==> config.mk <==
export PLATFORM = sky130hd
export DESIGN_NAME = pio_result_tx
export DESIGN_NICKNAME = d
export VERILOG_FILES = /design/src/rtl/pio_result_tx.sv
export SDC_FILE = /design/constraint.sdc
export NUM_CORES = 1
export LEC_CHECK = 0
export ABC_AREA = 1
export CAP_MARGIN = 40
export CORE_ASPECT_RATIO = 1.1
export CORE_MARGIN = 2
export CORE_UTILIZATION = 60
export CTS_CLUSTER_DIAMETER = 30
export DETAILED_ROUTE_END_ITERATION = 10
export HOLD_SLACK_MARGIN = 0.1
export PLACE_DENSITY = 0.83
export SYNTH_ARGS = -nofsm -noshare
export SYNTH_HDL_FRONTEND = slang
export SYNTH_SLANG_ARGS = --single-unit
==> constraint.sdc <==
create_clock -name clk -period 5.3 [get_ports clk]
set_input_delay 0.53 -clock clk [delete_from_list [all_inputs] [get_ports clk]]
set_output_delay 0.53 -clock clk [all_outputs]
set_load 0.02 [all_outputs]
==> src/rtl/pio_result_tx.sv <==
// Result FIFO feeding an HPS PIO via a req/ack toggle handshake.
// Define PIO_RESULT_TX_ACK_SYNC_EN to add a two-flop synchronizer on pio_ack_in.
module pio_result_tx #(
  parameter int DATA_W = 32,
  parameter int DEPTH  = 8
) (
  input  logic                     clk,
  input  logic                     reset,
  input  logic [DATA_W-1:0]        in_data,
  input  logic                     in_valid,
  output logic                     in_ready,
  output logic [DATA_W-1:0]        pio_data_out,
  output logic                     pio_req_out,
  input  logic                     pio_ack_in,
  output logic [$clog2(DEPTH):0]   fifo_count,
  output logic                     busy,
  output logic                     proto_err
);

  localparam int AW = $clog2(DEPTH);
  localparam int CW = AW + 1;

  typedef enum logic {IDLE, WAIT_ACK} state_e;

  state_e            state_q, state_d;
  logic [AW-1:0]     wr_ptr_q, wr_ptr_d;
  logic [AW-1:0]     rd_ptr_q, rd_ptr_d;
  logic [CW-1:0]     count_q, count_d;
  logic [DATA_W-1:0] data_q, data_d;
  logic              req_q, req_d;
  logic              err_q, err_d;
  logic              ack_prev_q, ack_prev_d;
  logic [DATA_W-1:0] mem_q [DEPTH];
  logic              ack_s;
  logic              push;
  logic              pop;

`ifdef PIO_RESULT_TX_ACK_SYNC_EN
  logic ack_meta_q;
  logic ack_sync_q;

  always_ff @(posedge clk or posedge reset) begin
    if (reset) begin
      ack_meta_q <= 1'b0;
      ack_sync_q <= 1'b0;
    end else begin
      ack_meta_q <= pio_ack_in;
      ack_sync_q <= ack_meta_q;
    end
  end

  assign ack_s = ack_sync_q;
`else
  assign ack_s = pio_ack_in;
`endif

  assign in_ready     = (count_q != CW'(DEPTH));
  assign pio_data_out = data_q;
  assign pio_req_out  = req_q;
  assign fifo_count   = count_q;
  assign busy         = (state_q == WAIT_ACK);
  assign proto_err    = err_q;

  always_comb begin
    state_d    = state_q;
    wr_ptr_d   = wr_ptr_q;
    rd_ptr_d   = rd_ptr_q;
    data_d     = data_q;
    req_d      = req_q;
    err_d      = err_q;
    ack_prev_d = ack_s;
    push       = in_valid && in_ready;
    pop        = 1'b0;

    case (state_q)
      IDLE: begin
        if (count_q != '0) begin
          pop     = 1'b1;
          data_d  = mem_q[rd_ptr_q];
          req_d   = ~req_q;
          state_d = WAIT_ACK;
        end
      end
      WAIT_ACK: begin
        if (ack_s == req_q) state_d = IDLE;
      end
      default: state_d = IDLE;
    endcase

    // Any ack movement while nothing is outstanding is a handshake violation.
    if ((state_q == IDLE) && (ack_s != ack_prev_q)) err_d = 1'b1;

    if (push) wr_ptr_d = wr_ptr_q + 1'b1;
    if (pop)  rd_ptr_d = rd_ptr_q + 1'b1;
    count_d = count_q + CW'(push) - CW'(pop);
  end

  always_ff @(posedge clk or posedge reset) begin
    if (reset) begin
      state_q    <= IDLE;
      wr_ptr_q   <= '0;
      rd_ptr_q   <= '0;
      count_q    <= '0;
      data_q     <= '0;
      req_q      <= 1'b0;
      err_q      <= 1'b0;
      ack_prev_q <= 1'b0;
    end else begin
      state_q    <= state_d;
      wr_ptr_q   <= wr_ptr_d;
      rd_ptr_q   <= rd_ptr_d;
      count_q    <= count_d;
      data_q     <= data_d;
      req_q      <= req_d;
      err_q      <= err_d;
      ack_prev_q <= ack_prev_d;
    end
  end

  always_ff @(posedge clk) begin
    if (push) mem_q[wr_ptr_q] <= in_data;
  end

endmodule

## Yosys cells after proc, flatten, opt, wreduce, memory -nomap -nowiden

Memories as Yosys holds them, arrays and structs flattened. A register that Yosys moved wholly into a read port is not among the register bits.
Index checks and enable logic that the tools add are counted.

| storage, ports and cells | value |
|---|---|
| output and inout bits | 40 |
| bits of input ports | 36 |
| register bits | 14 |
| memories | 1 |
| bits in writable memories | 256 |
| logic and storage cells | 27 |

| operators by class | value |
|---|---|
| equal/unequal tests | 3 |
| bitwise logic cells | 2 |
| add/sub/neg operators | 4 |
| mux-type cells | 6 |
| reduce and logical (&&, ||, !) cells | 4 |

Memories:

| name | depth | bits a word | read ports | clocked after Yosys merged registers in | write ports | RTL line | text |
|---|---|---|---|---|---|---|---|
| mem_q | 8 | 32 | 1 | 1 | 1 | 33 | `logic [DATA_W-1:0] mem_q [DEPTH];` |

Operators with widths:

| operator | count |
|---|---|
| 3-bit by 1-bit adder with 3-bit output, second input constant | 2 |
| 1-bit 2-to-1 mux | 5 |
| 4-bit by 1-bit adder with 4-bit output | 1 |
| 4-bit != test, second input constant | 1 |
| 4-bit nonzero test | 1 |
| 4-bit by 1-bit subtractor with 4-bit output | 1 |
| 1-bit logical AND | 2 |
| 1-bit NOT | 2 |
| 1-bit one-hot mux with 2 select lines | 1 |
| 2-bit AND reduction | 1 |
| 1-bit == test | 1 |
| 1-bit != test | 1 |

## Depth between registers and ports, before layout

| logic depth | value |
|---|---|
| word-level depth | 4 |
| depth in mapped cells | 12 |
| depth with buffers taken out | 11 |

## Worst setup path before layout

Ideal clock, no wire load.

| path | value |
|---|---|
| kind | register to register |
| from | reg count_q[2] (netlist: fifo_count[2]) |
| to | mem mem_q[0][0], enable pin |
| slack | 2,111 ps |
| required time | 4,879 ps |
| stages on the path, launching flop included | 7 |
| library setup time | 421 ps |
| data arrival time | 2,768 ps |
| path buffers | 0 |
| clock period less this slack | 3,189 ps |
| path through | dfrtp_1 -> inv_1 -> ha_1 -> nand3_1 -> nand2_1 -> or2_2 -> nor2_1 |

| on the way | value |
|---|---|
| longest elaborated chain between the ends | 4 |

RTL lines:

| item | RTL line | text |
|---|---|---|
| from (decl) | 28 | `logic [CW-1:0] count_q, count_d;` |
| from (signal assigned) | 112 | `count_q <= count_d;` |
| 4-bit != test | 57 | `assign in_ready = (count_q != CW'(DEPTH));` |
| net in_ready | 11 | `output logic in_ready,` |
| 1-bit logical AND | 72 | `push = in_valid && in_ready;` |
| 1-bit 2-to-1 mux | 121 | `if (push) mem_q[wr_ptr_q] <= in_data;` |
| 1-bit 2-to-1 mux (implied by the code) | 121 |  |
| to (decl) | 33 |  |

The timed path passes the listed nets, and every way through them passes these cells.

==> impl_metrics.csv <==
group,metric,value,unit
outcome,status,"completed",
synth,synthArstFlopShare,0.152,
timing,setup_viol,0,
synth,syn-instance-count,1188,
timing,fmax,376,MHz
global_route,grt_pass1_vias,9132,
job,maxCapViolCount,0,
global_route,antenna_found_initial,1,
final_layout,drive_gt1_frac,0.0821,
place,port_buffers,75,
clock_tree,cts_made_buffers,43,
setup_path,crit_required,5770,ps
detailed_routing,first_pass_iters,6,
detailed_routing,top_layer,"met4",
setup_path,worstSetupStartpointType,"flip-flop",
timing,finalSetupTns,0,ps
clock_tree,cts.sink_count,302,
detailed_routing,routed_via_density,5.63,
detailed_routing,met3_length,2960,um
clock_tree,cts_resized,0,
worst_hold_path,hold_class,"reg -> reg",
power_and_ir_drop,power_switching,3.32,mW
power_and_ir_drop,clockPowerShare,0.315,
final_layout,n_antenna_cell,0,
synth,avgSynthCellArea,10.6,um^2
detailed_routing,vias,8779,
power_and_ir_drop,vdd_drop_max,0.323,mV
final_layout,nFillCells,1257,
global_route,grt_first_pass_wirelength,46300,um
die,die_y,156,um
synth,synth_top_area_frac,0.609,
detailed_routing,postRouteAntennaNets,0,
synth,ys.flop_type,"edfxtp_1",
clock_tree,clkSlewWorstSetupHoldPaths,60,ps
timing,rsz0062_at_grt,"no",
place,routabilityCongestion,0.766,
synth,ys_warn_count,0,
setup_path,critPathMaxFanout,33,
power_and_ir_drop,comb_power_share,0.317,
timing,worst_slew_margin_rel,0.394,
detailed_routing,drc_errors,0,
setup_path,cpMaxStageDelayCell,"dfrtp_2",
power_and_ir_drop,internal_power,5.84,mW
global_route,grt_max_degree,78,
die,start_util,0.613,
power_and_ir_drop,p_sw_frac,0.363,
clock_tree,cts_tree,"yes",
setup_path,cp-end-kind,"flip-flop",
detailed_routing,first_iter_violations,1056,
setup_path,crit_top_cell,"nand3_1",
synth,synth_area,12600,um^2
timing,hold_violations,0,
die,core,20600,um^2
synth,synth_top_cells_by_count,"nand2_1 (397), edfxtp_1 (256), inv_1 (204)",
setup_path,crit_type,"reg -> reg",
die,fp.dieArea,22200,um^2
place,hpwl,14800,um
synth,yosys-top-cells-area,"edfxtp_1 (61%), nand2_1 (12%), dfrtp_1 (9.1%), nand3_1 (7.7%), inv_1 (6.1%)",
detailed_routing,post_drt_wl_per_cell,19.2,um
die,fp-row-count,55,
clock_tree,cts_setup_buffers,0,
power_and_ir_drop,seqPwrFrac,0.367,
timing,tightest_slew,910,ps
global_route,overflow,0,
clock_tree,clk_latency,540,ps
synth,ys_seq_area_frac,0.701,
setup_path,crit_chain,"clkinv_1 > buf_4 > nand3_1 > nand3_1 > nand2_1",
final_layout,syn_to_final_growth,19.8,%
clock_tree,htreeDepth,2,
power_and_ir_drop,powerDensity,606,nW/um^2
final_layout,final_nets,1316,
power_and_ir_drop,power,9.16,mW
global_route,grt_usage,0.275,
setup_path,worstPathArrival,3130,ps
timing,timing.final.crit_share,0.502,
timing,finalCriticalPeriod,2660,ps
die,fp.dieW,142,um
synth,yosys_register_bits,302,
die,num_io_pins,76,
clock_tree,cts_buffer_depth,3,
synth,yosys.area.top_type,"edfxtp_1",
detailed_routing,routed_wl,30000,um
timing,clock_skew,28.4,ps
detailed_routing,detail_route.wirelength.met1,10800,um
clock_tree,cts_root_buffer,"clkbuf_16",
power_and_ir_drop,power_leakage,6.59,nW
synth,yosys.cell_count.top_type,"nand2_1",
synth,syn_nets,1233,
timing,maxSlewViolCount,0,
clock_tree,cts_hold_buf,0,
setup_path,cpPeakStageDelay,970,ps
synth,yosys.cell_types.count,20,
detailed_routing,met2_length,15200,um
synth,synth_edf_count,256,
timing,whs,477,ps
[critical path, delay by kind of cell, from the launching register on]
| family | cells | cell delay (ps) |
|---|---|---|
| and+or+nand+nor | 3 | 360 |
| buffers and inverters | 2 | 1260 |
| DFF | 1 | 970 |
[path summary, 6_finish.rpt]
| kind | from | endpoint | slack [ps] | cells past startpoint |
|---|---|---|---|---|
| max in group asynchronous | reset | rd_ptr_q[0]$_DFFE_PP0P_ | 4230 | 3 |
| hold / removal | proto_err$_DFFE_PP0P_ | proto_err$_DFFE_PP0P_ | 480 | 1 |
| hold reg to reg | proto_err$_DFFE_PP0P_ | proto_err$_DFFE_PP0P_ | 480 | 1 |
| setup reg to reg | rd_ptr_q[2]$_DFFE_PP0P_ | pio_data_out[29]$_DFFE_PP0P_ | 2640 | 5 |
| setup / recovery | rd_ptr_q[2]$_DFFE_PP0P_ | pio_data_out[29]$_DFFE_PP0P_ | 2640 | 5 |
| min in group asynchronous | reset | pio_data_out[31]$_DFFE_PP0P_ | 530 | 3 |
[logic make-up after synthesis]
group           after synthesis  synth area share
fa+ha+maj                     9           0.00952
buf+inv                     262            0.0834
simple gates                602             0.199
compound gates                5           0.00218
xor+xnor                      8           0.00555
flops                       302             0.701
[sequential cells by signal, summed over array words and instances (netlist names)]
| signal | flops |
|---|---|
| busy | 1 |
| rd_ptr_q | 3 |
| fifo_count | 4 |
| wr_ptr_q | 3 |
| mem_q | 256 |
| pio_req_out | 1 |
| ack_prev_q | 1 |
| proto_err | 1 |
| pio_data_out | 32 |
[layer usage]
layer  GRT usage  vias up
li1            -     3988
met1       0.341     4164
met2       0.464      535
met3      0.0556       92
met4       0.136        0
met5           0        -
[placed cells by master (no fill, tap or decap), drive strengths merged]
cell	count
xnor2	4
inv	214
clkbuf	54
o21ai	3
fa	1
dfrtp	46
nand3	195
ha	8
edfxtp	256
or2	1
a21oi	1
clkinvlp	2
nor2	8
clkdlybuf4s50	75
clkinv	11
nand2	398
bufinv	4
xor2	4
o21bai	1
buf	18
[through the flow]
stage                     worst slack [ps]   util  instance area, um^2  std cells
final                                 2640  0.735                15100       1560
after floorplan                       2110      -                12600       1188
after detailed placement              2460  0.663                13600       1482
after global placement                2510  0.661                13600       1481
after CTS                             2710  0.735                15100       1560
after global routing                  2580  0.735                15100       1560
[cell type report]
| cell class | instances | area (um^2) | area share |
|---|---|---|---|
| well taps | 256 | 320 | 0.0212 |
| clock buffers | 54 | 1190 | 0.0787 |
| repair buffers | 93 | 906 | 0.0599 |
| clock inverters | 24 | 288 | 0.0190 |
| flip-flops and latches | 302 | 8840 | 0.585 |
| inverters | 207 | 778 | 0.0515 |
| multi-input cells | 624 | 2790 | 0.184 |
[power by group through the flow]
stage / clock (mW) / sequential (mW) / combinational, mW
final: 2.89 / 3.36 / 2.91
after global routing: 3.01 / 3.40 / 3.16
after floorplan: 0 / 3.44 / 1.75
after CTS: 2.91 / 3.36 / 2.90
after global placement: 0 / 3.38 / 2.68
after detailed placement: 0 / 3.39 / 2.81
Note: power is estimated with default switching activity, not from simulation.
